`config.mk`:
```
export PLATFORM = sky130hd
export DESIGN_NAME = cfg_xform_dp
export DESIGN_NICKNAME = d
export VERILOG_FILES = /design/src/rtl/cfg_xform_pkg.sv /design/src/rtl/sat_counter.sv /design/src/rtl/cfg_xform_dp.sv
export SDC_FILE = /design/constraint.sdc
export NUM_CORES = 1
export LEC_CHECK = 0
export ABC_AREA = 1
export CORE_MARGIN = 1.5
export CORE_UTILIZATION = 35
export CTS_CLUSTER_DIAMETER = 60
export DETAILED_ROUTE_END_ITERATION = 16
export SLEW_MARGIN = 20
export SYNTH_ARGS = -nofsm -noshare
export SYNTH_HDL_FRONTEND = slang
export SYNTH_SLANG_ARGS = --single-unit
```
`constraint.sdc`:
```
create_clock -name clk -period 3.5 [get_ports clk]
set_input_delay 0.525 -clock clk [delete_from_list [all_inputs] [get_ports clk]]
set_output_delay 0.525 -clock clk [all_outputs]
set_load 0.01 [all_outputs]
```
`src/rtl/cfg_xform_pkg.sv`:
```
// Shared definitions for the configurable stream transform block: register
// offsets, CTRL bit positions and the frame state encoding.
package cfg_xform_pkg;

  localparam logic [15:0] REG_CTRL     = 16'd0;
  localparam logic [15:0] REG_MASK     = 16'd1;
  localparam logic [15:0] REG_FRM_CNT  = 16'd2;
  localparam logic [15:0] REG_BYTE_CNT = 16'd3;
  localparam logic [15:0] REG_STATUS   = 16'd4;

  localparam int unsigned CTRL_INV_BIT = 0;
  localparam int unsigned CTRL_XOR_BIT = 1;

  typedef enum logic {
    IDLE,
    FRAME
  } xf_state_e;

endpackage

```
`src/rtl/sat_counter.sv`:
```
// Saturating event counter; a clear in the same cycle as an increment wins.
module sat_counter #(
  parameter int unsigned W = 16
) (
  input  logic         clk,
  input  logic         rst_n,
  input  logic         inc,
  input  logic         clr,
  output logic [W-1:0] cnt
);

  logic [W-1:0] cnt_q, cnt_d;

  always_comb begin
    cnt_d = cnt_q;
    if (clr) begin
      cnt_d = '0;
    end else if (inc && (cnt_q != '1)) begin
      cnt_d = cnt_q + W'(1);
    end
  end

  always_ff @(posedge clk) begin
    if (!rst_n) begin
      cnt_q <= '0;
    end else begin
      cnt_q <= cnt_d;
    end
  end

  assign cnt = cnt_q;

endmodule

```
`src/rtl/cfg_xform_dp.sv`:
```
// Bus-configured stream transform: optional invert then XOR mask, one cycle of
// latency, with config captured only at frame start plus frame/beat counters.
module cfg_xform_dp
  import cfg_xform_pkg::*;
#(
  parameter int unsigned DATA_W    = 8,
  parameter logic [15:0] BASE_ADDR = 16'h9,
  parameter int unsigned CNT_W     = 16
) (
  input  logic              clk,
  input  logic              rst_n,
  input  logic              bus_cmd_valid,
  input  logic              bus_op,
  input  logic [15:0]       bus_addr,
  input  logic [15:0]       bus_wr_data,
  output logic [15:0]       bus_rd_data,
  input  logic [DATA_W-1:0] rxd,
  input  logic              rx_dv,
  output logic [DATA_W-1:0] txd,
  output logic              tx_en
);

  xf_state_e         state_q, state_d;
  logic              ctrl_inv_q, ctrl_xor_q;
  logic [DATA_W-1:0] mask_q;
  logic              act_inv_q, act_xor_q;
  logic [DATA_W-1:0] act_mask_q;
  logic [DATA_W-1:0] txd_q, txd_d;
  logic              tx_en_q;
  logic [15:0]       rd_data_q, rd_mux;

  logic              wr_en, rd_en, frame_start;
  logic [15:0]       offset;
  logic              cur_inv, cur_xor;
  logic [DATA_W-1:0] cur_mask;
  logic              cfg_pending;
  logic [CNT_W-1:0]  frm_cnt, byte_cnt;
  logic              frm_clr, byte_clr;
  logic              unused_wdata;

  assign wr_en       = bus_cmd_valid && bus_op;
  assign rd_en       = bus_cmd_valid && !bus_op;
  assign offset      = bus_addr - BASE_ADDR;
  assign frame_start = (state_q == IDLE) && rx_dv;
  assign frm_clr     = wr_en && (offset == REG_FRM_CNT);
  assign byte_clr    = wr_en && (offset == REG_BYTE_CNT);
  assign unused_wdata = ^bus_wr_data;

  assign cfg_pending = (ctrl_inv_q != act_inv_q) || (ctrl_xor_q != act_xor_q) ||
                       (mask_q != act_mask_q);

  // The first beat of a frame uses the shadow config being captured this cycle.
  always_comb begin
    cur_inv  = frame_start ? ctrl_inv_q : act_inv_q;
    cur_xor  = frame_start ? ctrl_xor_q : act_xor_q;
    cur_mask = frame_start ? mask_q     : act_mask_q;
    txd_d    = rxd;
    if (cur_inv) txd_d = ~txd_d;
    if (cur_xor) txd_d = txd_d ^ cur_mask;
  end

  always_comb begin
    state_d = state_q;
    unique case (state_q)
      IDLE:    if (rx_dv)  state_d = FRAME;
      FRAME:   if (!rx_dv) state_d = IDLE;
      default: state_d = IDLE;
    endcase
  end

  always_comb begin
    rd_mux = '0;
    case (offset)
      REG_CTRL: begin
        rd_mux[CTRL_INV_BIT] = ctrl_inv_q;
        rd_mux[CTRL_XOR_BIT] = ctrl_xor_q;
      end
      REG_MASK:     rd_mux[DATA_W-1:0] = mask_q;
      REG_FRM_CNT:  rd_mux[CNT_W-1:0]  = frm_cnt;
      REG_BYTE_CNT: rd_mux[CNT_W-1:0]  = byte_cnt;
      REG_STATUS:   rd_mux[1:0]        = {cfg_pending, state_q == FRAME};
      default:      rd_mux = '0;
    endcase
  end

  always_ff @(posedge clk) begin
    if (!rst_n) begin
      state_q    <= IDLE;
      ctrl_inv_q <= 1'b0;
      ctrl_xor_q <= 1'b0;
      mask_q     <= '0;
      act_inv_q  <= 1'b0;
      act_xor_q  <= 1'b0;
      act_mask_q <= '0;
      txd_q      <= '0;
      tx_en_q    <= 1'b0;
      rd_data_q  <= '0;
    end else begin
      state_q <= state_d;
      txd_q   <= txd_d;
      tx_en_q <= rx_dv;
      if (frame_start) begin
        act_inv_q  <= ctrl_inv_q;
        act_xor_q  <= ctrl_xor_q;
        act_mask_q <= mask_q;
      end
      if (wr_en && (offset == REG_CTRL)) begin
        ctrl_inv_q <= bus_wr_data[CTRL_INV_BIT];
        ctrl_xor_q <= bus_wr_data[CTRL_XOR_BIT];
      end
      if (wr_en && (offset == REG_MASK)) begin
        mask_q <= bus_wr_data[DATA_W-1:0];
      end
      if (rd_en) begin
        rd_data_q <= rd_mux;
      end
    end
  end

  sat_counter #(
    .W (CNT_W)
  ) u_frm_cnt (
    .clk   (clk),
    .rst_n (rst_n),
    .inc   (frame_start),
    .clr   (frm_clr),
    .cnt   (frm_cnt)
  );

  sat_counter #(
    .W (CNT_W)
  ) u_byte_cnt (
    .clk   (clk),
    .rst_n (rst_n),
    .inc   (rx_dv),
    .clr   (byte_clr),
    .cnt   (byte_cnt)
  );

  assign txd         = txd_q;
  assign tx_en       = tx_en_q;
  assign bus_rd_data = rd_data_q;

endmodule

```
* Word level (Yosys, flattened, before mapping)
Index checks and enable logic that the tools add are counted.
** Word-level totals
- Register bits after elaboration :: 78
- Bits of input ports :: 45
- Output and inout bits :: 25
- Logic and storage cells :: 52
** Cells by class
- $add $sub $neg :: 3
- Equal/unequal tests :: 9
- Muxes and demuxes :: 9
- Bitwise logic cells :: 4
- Reduce and logical (&&, ||, !) cells :: 15
** Operators with widths (number)
- 16-bit by 1-bit adder with 16-bit output, second input constant :: 2
- 16-bit by 2-bit equality test with 1-bit output, second input constant :: 2
- 16-bit != test, second input constant :: 2
- 8-bit 2-to-1 mux :: 3
- 6-bit case mux with 3 select lines :: 1
- 16-bit by 1-bit equality test with 1-bit output, second input constant :: 1
- 16-bit by 3-bit equality test with 1-bit output, second input constant :: 1
- 16-bit logical NOT :: 1
- 8-bit case mux with 2 select lines :: 1
- 16-bit by 4-bit subtractor with 16-bit output, second input constant :: 1
- 2-bit case mux with 5 select lines :: 1
- 1-bit logical AND :: 9
- 8-bit != test :: 1
- 8-bit inverter :: 1
- 8-bit bitwise XOR :: 1
- 2-bit OR reduction :: 2
- 1-bit 2-to-1 mux :: 3
- 1-bit logical OR :: 2
- 1-bit != test :: 2
- 1-bit inverter :: 2
- 1-bit logical NOT :: 1

* Logic depth before layout (Yosys ltp)
Gate-level depths: netlist of the first run.
- Depth after elaboration :: 6
- Depth in mapped cells :: 16
- Mapped depth without buffers :: 14

* Modules after synthesis
Synthesis of the first run repeated with hierarchy kept, for this count alone.
** Unflattened totals
- Cell total of the unflattened synthesis :: 708
- Area, all modules :: 4489.3 µm²
** By module, submodules not included
- cfg_xform_dp :: instances 1, cells each 402, area each 2667.6 µm², seq. area each 900.9 µm²
- sat_counter :: instances 2, cells each 153, area each 910.9 µm², seq. area each 320.3 µm²

* Worst setup path before layout of the first run
OpenSTA, ideal clock, no wires.
- Path kind :: input to register
- Start :: input bus_addr[0]
- End :: register u_byte_cnt.cnt_q[15] (netlist: u_byte_cnt.cnt[15])
- Library setup time :: 0.114 ns
- Arrival time :: 1.945 ns
- Data required time :: 3.386 ns
- Path slack :: 1.440 ns
- Stages on the path :: 12
- Buffers on the path :: 2
- Cells stage by stage :: nor2_2 -> nand2_2 -> nand2_2 -> buf_6 -> nand2_1 -> nand2_1 -> nand2_4 -> nor3_4 -> nand2_4 -> o21ai_4 -> buf_6 -> nor2_1
** On the way
- Longest elaborated chain between the ends :: 4
** Ends and longest elaborated chain
- start, declared :: line cfg_xform_dp.sv:14 : input logic [15:0] bus_addr,
- 16-bit by 4-bit subtractor with 16-bit output :: line cfg_xform_dp.sv:43 : assign offset = bus_addr - BASE_ADDR;
- 16-bit by 2-bit equality test with 1-bit output :: line cfg_xform_dp.sv:46 : assign byte_clr = wr_en && (offset == REG_BYTE_CNT);
- 1-bit logical AND :: line cfg_xform_dp.sv:46
- 2-bit OR reduction (no source line)
- end signal, assigned :: line sat_counter.sv:27 : cnt_q <= cnt_d;
- end, declared :: line sat_counter.sv:12 : logic [W-1:0] cnt_q, cnt_d;
Every way passes these cells.
A chain may end at the register's enable or synchronous reset.

* Worst setup path after layout of the first run
- Start :: input bus_addr[0]
- End :: register u_byte_cnt.cnt_q[2] (netlist: u_byte_cnt.cnt[2])
The elaborated chain is that of the path after synthesis.

==> Implementation_results.wiki, run 1 <==
{| class="wikitable"
! Metric !! Value
|-
| Outcome || complete, no violations
|-
| Worst-skew pair later-pin latency || 0.34 ns
|-
| Portion of the post-synthesis area used by sequential elements || 35.3%
|-
| Total power of the final layout || 2.06 mW
|-
| Largest net degree at the start of global routing || 25
|-
| Initial Util || 36.1%
|-
| Power density of the placed cells || 382 nW/um^2
|-
| Maximum clock insertion buffer count || 2
|-
| Final period util || 78.1%
|-
| Post-CTS Hold Fix Bufs || 0
|-
| Max Clock Skew || 0.00757 ns
|-
| Type of the worst setup path || in -> reg
|-
| Nets in the synthesized netlist || 691
|-
| Number of setup buffers added after CTS || 0
|-
| Top-level I/O count || 70
|-
| Total routing usage reported by global routing || 17.8%
|-
| Layout Utilization || 44.6%
|-
| Mean instance size in the synthesized netlist || 6.78 um^2
|-
| Hold slack || 0.466 ns
|-
| Critical Path Source Type || input port
|-
| Cell Area, Placed || 5130 um^2
|-
| RSZ-0062 raised after global routing || no
|-
| Number of clock sinks seen by CTS || 77
|-
| Beginning of the critical path || bus_addr[0]
|-
| Antenna Nets Post-Route || 0
|-
| Post-layout minimum cycle time || 2.73 ns
|-
| Core Area || 12100 um^2
|-
| Via count || 4273
|-
| Remaining design rule violation count || 0
|-
| Share of cells above drive strength 1 || 8.58%
|-
| Drt total wl || 11.1 mm
|-
| Crit. End Element || flip-flop
|-
| Worst relative slew slack || 49.0%
|-
| HPWL after DPL || 8.37 mm
|-
| Slew @ Worst Pin || 0.764 ns
|-
| Endpoints failing hold || 0
|-
| Max Clk Rate || 366 MHz
|-
| Initial antenna violation count || 0
|-
| Final standard cell area without fillers || 5410 um^2
|-
| Clock root buffer master || clkbuf_16
|-
| Overflow left after global routing || 0
|-
| Area added between synthesis and finish || 23.8%
|-
| IO Port Bufs || 61
|-
| Via density per instance || 4.86
|-
| Final TNS setup || 0 ns
|-
| CTS-repair resized insts || 0
|-
| Largest fanout on the critical path || 16
|-
| Depth of the CTS H-tree || 3
|-
| Y dimension of the die || 115 um
|-
| Die Area || 13200 um^2
|-
| Post-layout instance count excluding filler cells || 879
|-
| Global-route wire length before repair || 18.7 mm
|-
| Largest vdd supply drop || 0.222 mV
|-
| Worst setup slack before clock tree synthesis || 0.394 ns
|-
| CTS tree || done
|-
| Highest-count cells in the layout ignoring fill and taps || nand2_1 (109), nor2_1 (90), inv_1 (86)
|-
| Diodes inserted || 0
|-
| Hold Startpoint || bus_rd_data[2]
|-
| Clock transition at the register clock pins on the worst setup and hold paths after CTS || 0.06 ns
|-
| Number of distinct library cells after synthesis || 32
|-
| Placed cells || 863
|-
| Total iterations of the first detailed-routing run || 4
|-
| Width of the die || 115 um
|-
| Placer's final routability congestion estimate || 0.888
|-
| Final critical-path setup slack || 0.765 ns
|-
| Crit path required time || 3.70 ns
|-
| NumNets Final || 753
|-
| Worst flop-to-flop path startpoint || u_byte_cnt.cnt[0]
|-
| HP Class || reg -> reg
|-
| Number of CTS-inserted buffers || 9
|-
| Number of max-capacitance violations reported || 0
|-
| Final number of setup-violating endpoints || 0
|-
| Number of placement rows || 40
|-
| Yosys warnings || 0
|-
| Final Slew Violations || 0
|-
| Flop and latch count out of synthesis || 77
|-
| Cell area after synthesis || 4370 um^2
|-
| Number of global-route vias before repair || 4084
|-
| Number of design-rule violations left by the first detailed-router iteration || 269
|-
| Mapped Cells || 644
|-
| Signal arrival time at the worst endpoint || 2.93 ns
|-
| Most common cell after layout, fill and taps aside || nand2_1
|-
| Wire length per cell || 12.7 um
|-
| Static power due to leakage || 2.19 nW
|}
[critical path, stage by stage]
cell and delay (ns):
clkdlybuf4s50_1 0.47, nor2_2 0.19, nand2_2 0.08, nand2_2 0.20, nand3b_1 0.17, nand2_1 0.09, inv_1 0.04, nor2_1 0.09
nand2_1 0.06, nor2_2 0.29, nand2_4 0.15, o21ai_4 0.45, nor3b_1 0.11
[kinds of logic (layout without fill, tap and decap cells)]
family	Yosys count	after routing	synth area share (%)
adder cells (fa/ha/maj)	2	2	0.573
XOR/XNOR	28	28	5.62
flip-flops	77	77	35.3
AND/OR/NAND/NOR	341	341	37.0
buffers and inverters	106	173	10.5
AO/OA/AOI/OAI	90	90	11.0
[path summary, 6_finish.rpt]
kind,to,slack [ns],depth (start not counted)
worst max-delay path,u_byte_cnt.cnt[2],0.77,13
worst min-delay path,bus_rd_data[2],0.47,2
worst max register to register,u_byte_cnt.cnt[15],1.24,11
worst min register to register,bus_rd_data[2],0.47,2
[synthesized netlist by cell type (all sizes together)]
cell type	instances	share of area [%]
nand2	114	10
nor2	93	8.2
inv	86	7.4
dfxtp	77	35
nand3	59	7.4
a21oi	45	5.5
o21ai	45	5.5
nand4	26	3.7
nor3	21	3.2
xor2	18	3.6
or2	16	2.3
clkbuf	12	1.0
xnor2	10	2.0
buf	8	2.0
nand3b	4	0.69
nor4	4	0.57
nor3b	3	0.52
ha	2	0.57
and2	1	0.14
[layer usage]
layer / up-vias / track usage, % / wire (um)
met5: - / 0 / 0
met4: 0 / 5.76 / 88
met3: 8 / 3.76 / 479
met2: 89 / 31.1 / 5400
met1: 1960 / 21.9 / 5160
li1: 2216 / - / -
[cell type report]
class	count	area (um^2)
sequential	77	1540
inverter	86	323
clock inverter	4	22.5
fill	1302	6700
clock buffer	12	256
timing repair buffer	71	686
tap	168	210
multi-input combinational	461	2370
[flip-flops by register name, summed over array words and instances, names as in the netlist]
signal,flops
ctrl_inv_q,1
state_q,1
act_xor_q,1
mask_q,8
act_mask_q,8
u_byte_cnt.cnt,16
act_inv_q,1
bus_rd_data,16
u_frm_cnt.cnt,16
txd,8
ctrl_xor_q,1
[report_power, final]
group	switching [mW]	internal, mW	total [mW]
registers	0.0158	0.905	0.921
logic	0.145	0.125	0.270
clock network	0.358	0.515	0.872
total	0.519	1.54	2.06
No activity file was read; power rests on OpenSTA's default activity.
==> run 2, diff against run 1 <==
==> constraint.sdc (replaced) <==
create_clock -name clk -period 2.7 [get_ports clk]
set_input_delay 0.405 -clock clk [delete_from_list [all_inputs] [get_ports clk]]
set_output_delay 0.405 -clock clk [all_outputs]
set_load 0.01 [all_outputs]
==> run 2 against run 1 <==
Sequential power rose by 29%. First-iteration DRC count fell by 45%. Clock skew fell by 0.00060 ns. Register-to-register slack got worse by 0.62 ns. Via count fell by 0.84%. Hold slack got worse by 0.00060 ns. Design area rose by 3.1%. Sequential cell count did not move. Critical path depth rose by 1. Highest routed layer unchanged.
==> Implementation_results.wiki, run 2 (same netlist as run 1, synthesis figures left out) <==
{| class="wikitable"
! Metric !! Value
|-
| Via density per instance || 4.80 (-1.3%)
|-
| Final Slew Violations || 0 (unchanged)
|-
| Area added between synthesis and finish || 27.7%
|-
| Final period util || 86.5%
|-
| Portion of total power attributed to sequential cells || 40.2% (-4.4 points)
|-
| IO Port Bufs || 61 (unchanged)
|-
| Signal arrival time at the worst endpoint || 2.55 ns (-0.38 ns)
|-
| Depth of the CTS H-tree || 3 (unchanged)
|-
| Global-route wire length before repair || 19.4 mm (+4.0%)
|-
| Post-layout minimum cycle time || 2.34 ns
|-
| Critical register-to-register path endpoint || u_frm_cnt.cnt[9]
|-
| Number of design-rule violations left by the first detailed-router iteration || 147 (-45%)
|-
| Max Clk Rate || 428 MHz
|-
| Power density of the placed cells || 533 nW/um^2 (+40%)
|-
| Initial Util || 36.1% (unchanged)
|-
| Final TNS setup || 0 ns (unchanged)
|-
| CTS-repair resized insts || 0 (unchanged)
|-
| HP Class || reg -> reg
|-
| Highest-count cells in the layout ignoring fill and taps || nand2_1 (109), nor2_1 (90), inv_1 (86)
|-
| Total routing usage reported by global routing || 18.3% (+0.51 points)
|-
| Number of CTS-inserted buffers || 9 (unchanged)
|-
| Static power due to leakage || 2.26 nW (+3.3%)
|-
| Critical Path Most Common Cell || nand2_2
|-
| Critical Path Source Type || input port
|-
| Worst-path cell with the longest stage delay || clkdlybuf4s50_1
|-
| Levels on crit path || 14 (+1)
|-
| Width of the die || 115 um (unchanged)
|-
| Worst flop-to-flop path startpoint || u_frm_cnt.cnt[0]
|-
| Number of placement rows || 40 (unchanged)
|-
| Endpoints failing hold || 0 (unchanged)
|-
| Number of clock sinks seen by CTS || 77 (unchanged)
|-
| Share of cells above drive strength 1 || 9.23% (+0.65 points)
|-
| Clock root buffer master || clkbuf_16
|-
| Largest stage delay on the critical path || 0.46 ns (about the same)
|-
| Part of the power in the clock network || 47.7% (+5.4 points)
|-
| Instance count along the most critical hold path || 2 (unchanged)
|-
| Initial antenna violation count || 0 (unchanged)
|-
| Total iterations of the first detailed-routing run || 4 (unchanged)
|-
| Number of global-route vias before repair || 4179 (+2.3%)
|-
| Number of max-capacitance violations reported || 0 (unchanged)
|-
| Combinational Power Share || 12.2% (-0.9 points)
|-
| Hold Startpoint || bus_rd_data[3]
|-
| Placer's final routability congestion estimate || 0.868 (-2.2%)
|-
| Type of the worst setup path || in -> reg
|-
| Diodes inserted || 0 (unchanged)
|-
| Area used by multi-input combinational logic || 2370 um^2 (unchanged)
|-
| Cell-internal power || 2.29 mW (+48%)
|-
| Sequence of cells on the critical path || clkdlybuf4s50_1 -> nor2_2 -> nand2_2 -> nand2_2 -> nand3b_1 -> nand2_1 -> inv_1 -> nor2_1 -> nand2_1 -> nor2_2 -> buf_12 -> nand3_1 -> nand2_2 -> nor2_1
|-
| R2r setup slk || 0.62 ns (-0.62 ns)
|-
| CTS tree || done
|-
| Sequential cell area in the final layout || 1540 um^2 (unchanged)
|-
| Number of setup buffers added after CTS || 0 (unchanged)
|-
| Crit. End Element || flip-flop
|-
| Hold Path End || bus_rd_data[3]
|-
| Clock transition at the register clock pins on the worst setup and hold paths after CTS || 0.06 ns (about the same)
|-
| Via count || 4237 (-0.84%)
|-
| RSZ-0062 raised after global routing || no
|-
| Largest vdd supply drop || 0.476 mV (+110%)
|-
| Largest fanout on the critical path || 20 (+4)
|-
| Depth of the worst register-to-register path || 11 (unchanged)
|-
| Top-level I/O count || 70 (unchanged)
|-
| Die Area || 13200 um^2 (unchanged)
|-
| Final number of setup-violating endpoints || 0 (unchanged)
|-
| Crit path required time || 2.91 ns (-0.79 ns)
|-
| Overflow left after global routing || 0 (unchanged)
|-
| Largest net degree at the start of global routing || 25 (unchanged)
|-
| Crit-path leading delay family || simple AND/OR/NAND/NOR gates
|-
| Worst relative slew slack || 50.6% (+1.6 points)
|-
| Total power of the final layout || 2.97 mW (+44%)
|-
| HPWL after DPL || 8.62 mm (+3.0%)
|-
| Combined buffer and inverter count along the critical path || 3 (+1)
|-
| Switching fraction of total power || 22.8% (-2.3 points)
|-
| Post-CTS Hold Fix Bufs || 0 (unchanged)
|-
| Maximum clock insertion buffer count || 2 (unchanged)
|-
| Y dimension of the die || 115 um (unchanged)
|-
| Filler cell count || 1279 (-1.8%)
|-
| Max Clock Skew || 0.00697 ns (-0.000597 ns)
|-
| NumNets Final || 758 (+0.66%)
|-
| Slew @ Worst Pin || 0.740 ns (-0.0239 ns)
|-
| Most common cell after layout, fill and taps aside || nand2_1
|-
| Remaining design rule violation count || 0 (unchanged)
|-
| Core Area || 12100 um^2 (unchanged)
|-
| Outcome || complete, no violations
|-
| Drt total wl || 11.2 mm (+0.17%)
|-
| Wire length per cell || 12.6 um (-0.28%)
|-
| Antenna Nets Post-Route || 0 (unchanged)
|-
| Hold slack || 0.466 ns (-0.000595 ns)
|-
| Sw power || 678 uW (+31%)
|-
| Worst-skew pair later-pin latency || 0.34 ns (about the same)
|}
run 2: through the flow:
| step | cells | util [%] | setup slack, ns | cell area, um^2 |
|---|---|---|---|---|
| 6_report | 883 | 46.0 | 0.365 | 5580 |
| 5_1_grt | 883 | 46.0 | 0.105 | 5580 |
| 4_1_cts | 883 | 46.0 | 0.385 | 5580 |
| 3_5_place_dp | 868 | 43.2 | 0.0329 | 5230 |
| 3_3_place_gp | 868 | 43.2 | 0.0624 | 5230 |
| 2_1_floorplan | 644 | - | 0.760 | 4370 |
run 2: worst max path at each step:
stage,start,to
floorplan,bus_addr[0],u_byte_cnt.cnt[15]
global placement,bus_addr[1],u_byte_cnt.cnt[7]
detailed placement,bus_addr[1],u_frm_cnt.cnt[7]
CTS,bus_addr[1],u_frm_cnt.cnt[7]
global route,bus_addr[1],mask_q[4]
finish,bus_addr[1],u_frm_cnt.cnt[7]
run 2: layout make-up:
class                      instances  share of cell area (%)
inverter                          86                    5.79
tap                              168                    3.77
clock inverter                     4                    1.71
clock buffer                      11                    4.53
multi-input combinational        461                    42.5
sequential                        77                    27.6
timing repair buffer              76                    14.1
run 2: metal layers:
metal  part of all wire [%]  global-route usage, %
met5                      0                      0
met4                   0.83                   4.28
met2                     48                   32.1
met3                    3.5                   3.49
met1                     47                   23.3
run 2: power groups by stage:
stage               Clock (mW)  Sequential, mW  Combinational (mW)
floorplan                    0            1.23               0.189
global placement             0            1.22               0.355
detailed placement           0            1.22               0.361
CTS                       1.44            1.19               0.363
global route              1.48            1.20               0.404
finish                    1.42            1.19               0.361
run 2: worst reg2reg max path: cells and delay by family, from the launching register on:
kind                       cells  cell delay [ns]
and+or+nand+nor                9             1.29
DFF                            1             0.35
adders and majority gates      1             0.25
AOI/OAI and AO/OA              1             0.12
